[src/rtl/cpu_defs_pkg.sv]
// Shared definitions for the Mini SRC control unit: opcodes, sequencer
// states, opcode classes and the control-strobe bundle.
package cpu_defs;

    localparam int          OP_W    = 5;
    localparam logic [4:0]  ALU_ADD = 5'b00011;

    localparam logic [4:0] OP_LD   = 5'b00000;
    localparam logic [4:0] OP_LDI  = 5'b00001;
    localparam logic [4:0] OP_ST   = 5'b00010;
    localparam logic [4:0] OP_ROL  = 5'b01011;
    localparam logic [4:0] OP_ADDI = 5'b01100;
    localparam logic [4:0] OP_ANDI = 5'b01101;
    localparam logic [4:0] OP_ORI  = 5'b01110;
    localparam logic [4:0] OP_MUL  = 5'b01111;
    localparam logic [4:0] OP_DIV  = 5'b10000;
    localparam logic [4:0] OP_NEG  = 5'b10001;
    localparam logic [4:0] OP_NOT  = 5'b10010;
    localparam logic [4:0] OP_BR   = 5'b10011;
    localparam logic [4:0] OP_JR   = 5'b10100;
    localparam logic [4:0] OP_IN   = 5'b10110;
    localparam logic [4:0] OP_OUT  = 5'b10111;
    localparam logic [4:0] OP_MFHI = 5'b11000;
    localparam logic [4:0] OP_MFLO = 5'b11001;
    localparam logic [4:0] OP_NOP  = 5'b11010;
    localparam logic [4:0] OP_HALT = 5'b11011;

    typedef enum logic [3:0] {
        ST_RESET, ST_T0, ST_T1, ST_T2, ST_T3,
        ST_T4, ST_T5, ST_T6, ST_T7, ST_HALT
    } state_t;

    // Opcodes grouped by the shape of their execute sequence.
    typedef enum logic [3:0] {
        CLS_LD, CLS_LDI, CLS_ST, CLS_ALU, CLS_IMM, CLS_MULDIV, CLS_UNARY,
        CLS_BR, CLS_JR, CLS_IN, CLS_OUT, CLS_MFHI, CLS_MFLO, CLS_NOP, CLS_HALT
    } op_class_t;

    typedef struct packed {
        logic read;
        logic write;
        logic inc_pc;
        logic gra;
        logic grb;
        logic grc;
        logic r_in;
        logic r_out;
        logic ba_out;
        logic hi_in;
        logic lo_in;
        logic y_in;
        logic z_in;
        logic pc_in;
        logic ir_in;
        logic mar_in;
        logic mdr_in;
        logic outport_in;
        logic con_in;
        logic hi_out;
        logic lo_out;
        logic zhigh_out;
        logic zlow_out;
        logic pc_out;
        logic mdr_out;
        logic inport_out;
        logic c_out;
    } ctrl_t;

    // Unassigned codes (10101, 111xx) fall into the nop class.
    function automatic op_class_t classify(input logic [OP_W-1:0] op);
        op_class_t c;
        c = CLS_NOP;
        if (op == OP_LD)                          c = CLS_LD;
        else if (op == OP_LDI)                    c = CLS_LDI;
        else if (op == OP_ST)                     c = CLS_ST;
        else if (op <= OP_ROL)                    c = CLS_ALU;
        else if (op == OP_ADDI || op == OP_ANDI ||
                 op == OP_ORI)                    c = CLS_IMM;
        else if (op == OP_MUL || op == OP_DIV)    c = CLS_MULDIV;
        else if (op == OP_NEG || op == OP_NOT)    c = CLS_UNARY;
        else if (op == OP_BR)                     c = CLS_BR;
        else if (op == OP_JR)                     c = CLS_JR;
        else if (op == OP_IN)                     c = CLS_IN;
        else if (op == OP_OUT)                    c = CLS_OUT;
        else if (op == OP_MFHI)                   c = CLS_MFHI;
        else if (op == OP_MFLO)                   c = CLS_MFLO;
        else if (op == OP_HALT)                   c = CLS_HALT;
        return c;
    endfunction

    // Final step of each instruction class; the sequencer leaves it for T0 or HALT.
    function automatic state_t last_step(input op_class_t c);
        state_t s;
        case (c)
            CLS_LD, CLS_ST:                    s = ST_T7;
            CLS_MULDIV, CLS_BR:                s = ST_T6;
            CLS_ALU, CLS_IMM, CLS_LDI:         s = ST_T5;
            CLS_UNARY:                         s = ST_T4;
            CLS_JR, CLS_IN, CLS_OUT,
            CLS_MFHI, CLS_MFLO:                s = ST_T3;
            default:                           s = ST_T2;
        endcase
        return s;
    endfunction

endpackage

[src/rtl/control_decode.sv]
// Combinational decode of (state, op, con_ff) into the datapath strobe bundle.
module control_decode
    import cpu_defs::*;
(
    input  state_t            state,
    input  logic [OP_W-1:0]   op,
    input  logic              con_ff,
    output ctrl_t             ctl,
    output logic [OP_W-1:0]   alu_op,
    output logic              run
);

    op_class_t cls;
    assign cls = classify(op);

    // Strobe decode: every output defaults inactive, then the current step sets its strobes.
    always_comb begin
        ctl    = '0;
        alu_op = ALU_ADD;
        run    = (state != ST_RESET) && (state != ST_HALT);
        case (state)
            ST_T0: begin
                ctl.pc_out = 1'b1; ctl.mar_in = 1'b1; ctl.inc_pc = 1'b1; ctl.z_in = 1'b1;
            end
            ST_T1: begin
                ctl.zlow_out = 1'b1; ctl.pc_in = 1'b1; ctl.read = 1'b1; ctl.mdr_in = 1'b1;
            end
            ST_T2: begin
                ctl.mdr_out = 1'b1; ctl.ir_in = 1'b1;
            end
            ST_T3: begin
                case (cls)
                    CLS_ALU, CLS_IMM: begin
                        ctl.grb = 1'b1; ctl.r_out = 1'b1; ctl.y_in = 1'b1;
                    end
                    CLS_LD, CLS_LDI, CLS_ST: begin
                        ctl.grb = 1'b1; ctl.ba_out = 1'b1; ctl.y_in = 1'b1;
                    end
                    CLS_MULDIV: begin
                        ctl.gra = 1'b1; ctl.r_out = 1'b1; ctl.y_in = 1'b1;
                    end
                    CLS_UNARY: begin
                        ctl.grb = 1'b1; ctl.r_out = 1'b1; ctl.z_in = 1'b1; alu_op = op;
                    end
                    CLS_BR: begin
                        ctl.gra = 1'b1; ctl.r_out = 1'b1; ctl.con_in = 1'b1;
                    end
                    CLS_JR: begin
                        ctl.gra = 1'b1; ctl.r_out = 1'b1; ctl.pc_in = 1'b1;
                    end
                    CLS_IN: begin
                        ctl.inport_out = 1'b1; ctl.gra = 1'b1; ctl.r_in = 1'b1;
                    end
                    CLS_OUT: begin
                        ctl.gra = 1'b1; ctl.r_out = 1'b1; ctl.outport_in = 1'b1;
                    end
                    CLS_MFHI: begin
                        ctl.hi_out = 1'b1; ctl.gra = 1'b1; ctl.r_in = 1'b1;
                    end
                    CLS_MFLO: begin
                        ctl.lo_out = 1'b1; ctl.gra = 1'b1; ctl.r_in = 1'b1;
                    end
                    default: ;
                endcase
            end
            ST_T4: begin
                case (cls)
                    CLS_ALU: begin
                        ctl.grc = 1'b1; ctl.r_out = 1'b1; ctl.z_in = 1'b1; alu_op = op;
                    end
                    CLS_IMM: begin
                        ctl.c_out = 1'b1; ctl.z_in = 1'b1; alu_op = op;
                    end
                    CLS_LD, CLS_LDI, CLS_ST: begin
                        ctl.c_out = 1'b1; ctl.z_in = 1'b1;
                    end
                    CLS_MULDIV: begin
                        ctl.grb = 1'b1; ctl.r_out = 1'b1; ctl.z_in = 1'b1; alu_op = op;
                    end
                    CLS_UNARY: begin
                        ctl.zlow_out = 1'b1; ctl.gra = 1'b1; ctl.r_in = 1'b1;
                    end
                    CLS_BR: begin
                        ctl.pc_out = 1'b1; ctl.y_in = 1'b1;
                    end
                    default: ;
                endcase
            end
            ST_T5: begin
                case (cls)
                    CLS_ALU, CLS_IMM, CLS_LDI: begin
                        ctl.zlow_out = 1'b1; ctl.gra = 1'b1; ctl.r_in = 1'b1;
                    end
                    CLS_LD, CLS_ST: begin
                        ctl.zlow_out = 1'b1; ctl.mar_in = 1'b1;
                    end
                    CLS_MULDIV: begin
                        ctl.zlow_out = 1'b1; ctl.lo_in = 1'b1;
                    end
                    CLS_BR: begin
                        ctl.c_out = 1'b1; ctl.z_in = 1'b1;
                    end
                    default: ;
                endcase
            end
            ST_T6: begin
                case (cls)
                    CLS_LD: begin
                        ctl.read = 1'b1; ctl.mdr_in = 1'b1;
                    end
                    CLS_ST: begin
                        ctl.gra = 1'b1; ctl.r_out = 1'b1; ctl.mdr_in = 1'b1;
                    end
                    CLS_MULDIV: begin
                        ctl.zhigh_out = 1'b1; ctl.hi_in = 1'b1;
                    end
                    CLS_BR: begin
                        // Branch taken only when the CON FF latched a true condition in T3.
                        if (con_ff) begin
                            ctl.zlow_out = 1'b1; ctl.pc_in = 1'b1;
                        end
                    end
                    default: ;
                endcase
            end
            ST_T7: begin
                case (cls)
                    CLS_LD: begin
                        ctl.mdr_out = 1'b1; ctl.gra = 1'b1; ctl.r_in = 1'b1;
                    end
                    CLS_ST: begin
                        ctl.write = 1'b1;
                    end
                    default: ;
                endcase
            end
            default: ;
        endcase
    end

endmodule

[src/rtl/control_unit.sv]
// Mini SRC multicycle sequencer: state register plus next-state logic;
// strobe generation lives in control_decode.
module control_unit
    import cpu_defs::*;
(
    input  logic              clock,
    input  logic              clear,
    input  logic [OP_W-1:0]   op,
    input  logic              con_ff,
    input  logic              stop,
    output logic              run,
    output logic [OP_W-1:0]   alu_op,
    output logic              Read,
    output logic              Write,
    output logic              IncPC,
    output logic              Gra,
    output logic              Grb,
    output logic              Grc,
    output logic              Rin,
    output logic              Rout,
    output logic              BAout,
    output logic              HIin,
    output logic              LOin,
    output logic              Yin,
    output logic              Zin,
    output logic              PCin,
    output logic              IRin,
    output logic              MARin,
    output logic              MDRin,
    output logic              OutPortin,
    output logic              CONin,
    output logic              HIout,
    output logic              LOout,
    output logic              Zhighout,
    output logic              Zlowout,
    output logic              PCout,
    output logic              MDRout,
    output logic              InPortout,
    output logic              Cout
);

    state_t    state;
    state_t    state_n;
    op_class_t cls;
    ctrl_t     ctl;

    assign cls = classify(op);

    // State register; clear overrides everything, including HALT.
    always_ff @(posedge clock) begin
        if (clear) state <= ST_RESET;
        else       state <= state_n;
    end

    // Next state: step T0..T7 in order, leave an instruction at its last step.
    always_comb begin
        state_n = state;
        case (state)
            ST_RESET: state_n = ST_T0;
            ST_HALT:  state_n = ST_HALT;
            ST_T0, ST_T1, ST_T2, ST_T3, ST_T4, ST_T5, ST_T6, ST_T7: begin
                if (state == last_step(cls)) begin
                    if (cls == CLS_HALT || stop) state_n = ST_HALT;
                    else                         state_n = ST_T0;
                end else begin
                    state_n = state_t'(state + 4'd1);
                end
            end
            default:  state_n = ST_RESET;
        endcase
    end

    control_decode u_decode (
        .state  (state),
        .op     (op),
        .con_ff (con_ff),
        .ctl    (ctl),
        .alu_op (alu_op),
        .run    (run)
    );

    assign Read      = ctl.read;
    assign Write     = ctl.write;
    assign IncPC     = ctl.inc_pc;
    assign Gra       = ctl.gra;
    assign Grb       = ctl.grb;
    assign Grc       = ctl.grc;
    assign Rin       = ctl.r_in;
    assign Rout      = ctl.r_out;
    assign BAout     = ctl.ba_out;
    assign HIin      = ctl.hi_in;
    assign LOin      = ctl.lo_in;
    assign Yin       = ctl.y_in;
    assign Zin       = ctl.z_in;
    assign PCin      = ctl.pc_in;
    assign IRin      = ctl.ir_in;
    assign MARin     = ctl.mar_in;
    assign MDRin     = ctl.mdr_in;
    assign OutPortin = ctl.outport_in;
    assign CONin     = ctl.con_in;
    assign HIout     = ctl.hi_out;
    assign LOout     = ctl.lo_out;
    assign Zhighout  = ctl.zhigh_out;
    assign Zlowout   = ctl.zlow_out;
    assign PCout     = ctl.pc_out;
    assign MDRout    = ctl.mdr_out;
    assign InPortout = ctl.inport_out;
    assign Cout      = ctl.c_out;

endmodule

[config.mk]
export PLATFORM = sky130hd
export DESIGN_NAME = control_unit
export DESIGN_NICKNAME = d
export VERILOG_FILES = /design/src/rtl/cpu_defs_pkg.sv /design/src/rtl/control_decode.sv /design/src/rtl/control_unit.sv
export SDC_FILE = /design/constraint.sdc
export NUM_CORES = 1
export LEC_CHECK = 0
export ABC_AREA = 1
export BUFFER_PORTS_ARGS = -buffer_cell sky130_fd_sc_hd__clkbuf_2
export CORE_MARGIN = 4
export CORE_UTILIZATION = 25
export CTS_BUF_LIST = sky130_fd_sc_hd__clkbuf_8
export CTS_CLUSTER_SIZE = 28
export DETAILED_ROUTE_END_ITERATION = 8
export GPL_TIMING_DRIVEN = 0
export PLACE_DENSITY = 0.47
export SLEW_MARGIN = 5
export SYNTH_ARGS = -nofsm -noshare
export SYNTH_HDL_FRONTEND = slang
export SYNTH_SLANG_ARGS = --single-unit
[constraint.sdc]
create_clock -name clock -period 2.3 [get_ports clock]
set_clock_uncertainty 0.05 [all_clocks]
set_input_delay 0.46 -clock clock [delete_from_list [all_inputs] [get_ports clock]]
set_output_delay 0.46 -clock clock [all_outputs]
set_load 0.005 [all_outputs]
==> metrics.csv <==
stage;metric;value;unit
routing;drtIter0Drc;73;
final_layout;design_area;1800;µm²
routing;first_pass_iters;4;
critical_path;cp_num_buf_inv;3;
logic_synthesis;synth_nets;229;
power;power.total;0.000839;W
logic_synthesis;synth_area;1110;µm²
sta;max_slew_margin;83.1;%
critical_path;cpLargestDelayFamily;simple AND/OR/NAND/NOR gates;
status;status;complete, but fails checks;
floorplanning;row_count;23;
min_path;hold_path.class;in2reg;
logic_synthesis;synth_common_cells;56 x nand2_1, 37 x nor2_1, 32 x inv_1;
clock_tree;root_buffer;clkbuf_8;
sta;setup_viol_count_final;6;
routing;vias_per_cell;4.72;
power;p_per_area;465;nW/µm²
clock_tree;cts.sinks;4;
logic_synthesis;ys_seq_elements;4;
status;violations;negative setup slack;
global_route;grt-ovfl-total;0;
logic_synthesis;synth_cells;216;
routing;drtAntennaViolNets;0;
critical_path;r2r_start;state[0];
critical_path;path_max_fanout;5;
critical_path;critPathLaunch;op[3];
critical_path;cp-start-kind;input pin;
global_route;grt_pass1_wl;6620;µm
routing;totalWireLength;4070;µm
place;routabilityCongestion;0.810;
sta;hold_violations;0;
floorplanning;core;4140;µm²
floorplanning;io_pins;42;
critical_path;cp_data_required_time;1.79;ns
run;maxCapViolCount;0;
logic_synthesis;yosysWarnings;0;
floorplanning;die_y;74.6;µm
clock_tree;cts_buffers;3;
final_layout;diodes;0;
logic_synthesis;avgSynthCellArea;5.14;µm²
sta;max_freq;419;MHz
critical_path;cp-end-kind;output pin;
global_route;antenna_found_initial;0;
floorplanning;die_area;5570;µm²
routing;vias;1530;
final_layout;fillers;492;
routing;drc;0;
final_layout;multi_input_area;1030;µm²
global_route;grtUsageTotal;14.9;%
clock_tree;hold_buffers;0;
sta;finalCritPeriodShare;104;%
place;dp_slack;-0.355;ns
logic_synthesis;yosysMostFrequentCell;nand2_1;
power;p_leak;0.956;nW
clock_tree;htree_levels;1;
critical_path;path_cells;clkbuf_16, inv_2, nor2_2, nand3_1, nand3_2, o21bai_4, nand2_4, o21a_1, nand2_1, a21oi_2, nand4_1, buf_2;
logic_synthesis;ys.flop_type;dfxtp_1;
clock_tree;clk-insertion-delay-late;0.22;ns
critical_path;cp_slowest_cell;nand3_1;
sta;timing.final.ws_setup;-0.0872;ns
logic_synthesis;synth_top_area_cell;nand2_1;
power;ir_drop;0.206;mV
sta;tightest_slew;0.252;ns
final_layout;area_growth;62.3;%
sta;rsz0062_at_grt;true;
final_layout;fin_nets;289;
place;port_buffers;38;
global_route;grt_start_max_net_pins;10;
logic_synthesis;async_reset_ff_share;0;%
sta;drv_slew;0;
final_layout;top_register;state;
logic_synthesis;netlist.area_leader.share;18.9;%
logic_synthesis;synth_edf_count;0;
global_route;grt_pass1_vias;1444;
final_layout;seqCellArea;82.6;µm²
logic_synthesis;seq_area_frac_synth;7.22;%
logic_synthesis;ys_types;33;
floorplanning;start_util;26.8;%
clock_tree;cts_tree;yes;
critical_path;worstSetupPathType;in2out;
clock_tree;ctsLongestPathBuffers;2;
floorplanning;die_w;74.6;µm
critical_path;arrival;1.88;ns
place;dp_hpwl;3200;µm
sta;fin_crit;2.39;ns
clock_tree;cts.clk_slew.worst_paths;0.03;ns
routing;avgRoutedWirePerCell;12.6;µm
min_path;hp-start;clear;
final_layout;top_regs;state: 4 flops;
critical_path;critPathMaxStageDelay;0.16;ns
final_layout;largest_reg_flops;4;
final_layout;drive_gt1_share;44.5;%
place;dpl-instance-area;1360;µm²
logic_synthesis;synth_area_leaders;nand2_1 19%, nor2_1 13%, inv_1 11%, dfxtp_1 7.2%, nand3_1 5.9%;
[report_power, final]
part	leakage, nW	switching [W]	internal [W]	total, W
registers	0.0333	0.0000288	0.0000917	0.000120
clock network	0.0216	0.0000381	0.000112	0.000150
logic	0.901	0.000336	0.000232	0.000568
[metal layers]
layer / vias up / track usage, % / wire length [µm]
met2: 43 / 24.7 / 1850
li1: 805 / - / -
met3: 0 / 2.94 / 309
met5: - / 0 / 0
met4: 0 / 1.19 / 0
met1: 682 / 21.0 / 1920
[placed cells by master (no fill, tap or decap), drive strengths merged]
master / instances
dfxtp: 4
o2111ai: 1
nand4: 6
o211ai: 4
and3: 3
nor3: 5
nor4: 1
inv: 39
a211oi: 1
xor2: 3
nand2: 62
o21a: 1
buf: 27
ha: 4
clkbuf: 36
clkinv: 1
nand3b: 1
o21bai: 2
nor2: 43
a21oi: 4
o21ai: 10
nand3: 14
o22ai: 2
[cells by family after synthesis]
group / Yosys count / synth area share [%]
AND/OR/NAND/NOR: 135 / 55.0
buffers and inverters: 45 / 16.9
AO/OA/AOI/OAI: 25 / 14.0
adder cells (fa/ha/maj): 4 / 4.51
flip-flops: 4 / 7.22
XOR/XNOR: 3 / 2.37
[layout make-up]
class	count	area share (%)
multi-input combinational	167	57.3
timing repair buffer	55	19.3
inverter	40	9.17
sequential	4	4.58
buffer	5	3.89
tap	50	3.47
clock buffer	3	2.29
[final timing paths]
check / to / slack [ns] / depth (start not counted)
worst max-delay path: Gra / -0.09 / 12
worst max register to register: state[1] / 0.59 / 9
worst min register to register: state[0] / 0.51 / 3
worst min-delay path: state[0] / 0.40 / 2
[worst register-to-register path: stages, from the launching register on]
cell and delay, ns:
dfxtp_2 0.34, inv_1 0.14, ha_1 0.17, inv_1 0.05
nor2_1 0.23, inv_1 0.13, nand4_1 0.10, nor2_1 0.06
nor2_1 0.20, and3_1 0.18
[repair_timing]
| item | 4_1_cts | 5_1_grt |
|---|---|---|
| buffers inserted | 13 | 4 |
| pin swaps | 16 | 14 |
| endpoints found under the setup margin | 20 | 16 |
| gates resized for setup | 57 | 24 |
[through the flow]
| stage | cells | hold slack, ns | util [%] | TNS, ns |
|---|---|---|---|---|
| final | 324 | 0.402 | 43.5 | -0.206 |
| after global placement | 304 | 0.534 | 32.9 | -2.73 |
| after global routing | 324 | 0.426 | 43.5 | -1.40 |
| after detailed placement | 304 | 0.534 | 32.9 | -2.63 |
| after CTS | 320 | 0.399 | 41.2 | -0.295 |
| after floorplan | 216 | 0.470 | - | 0 |
No activity file was read; power rests on OpenSTA's default activity.
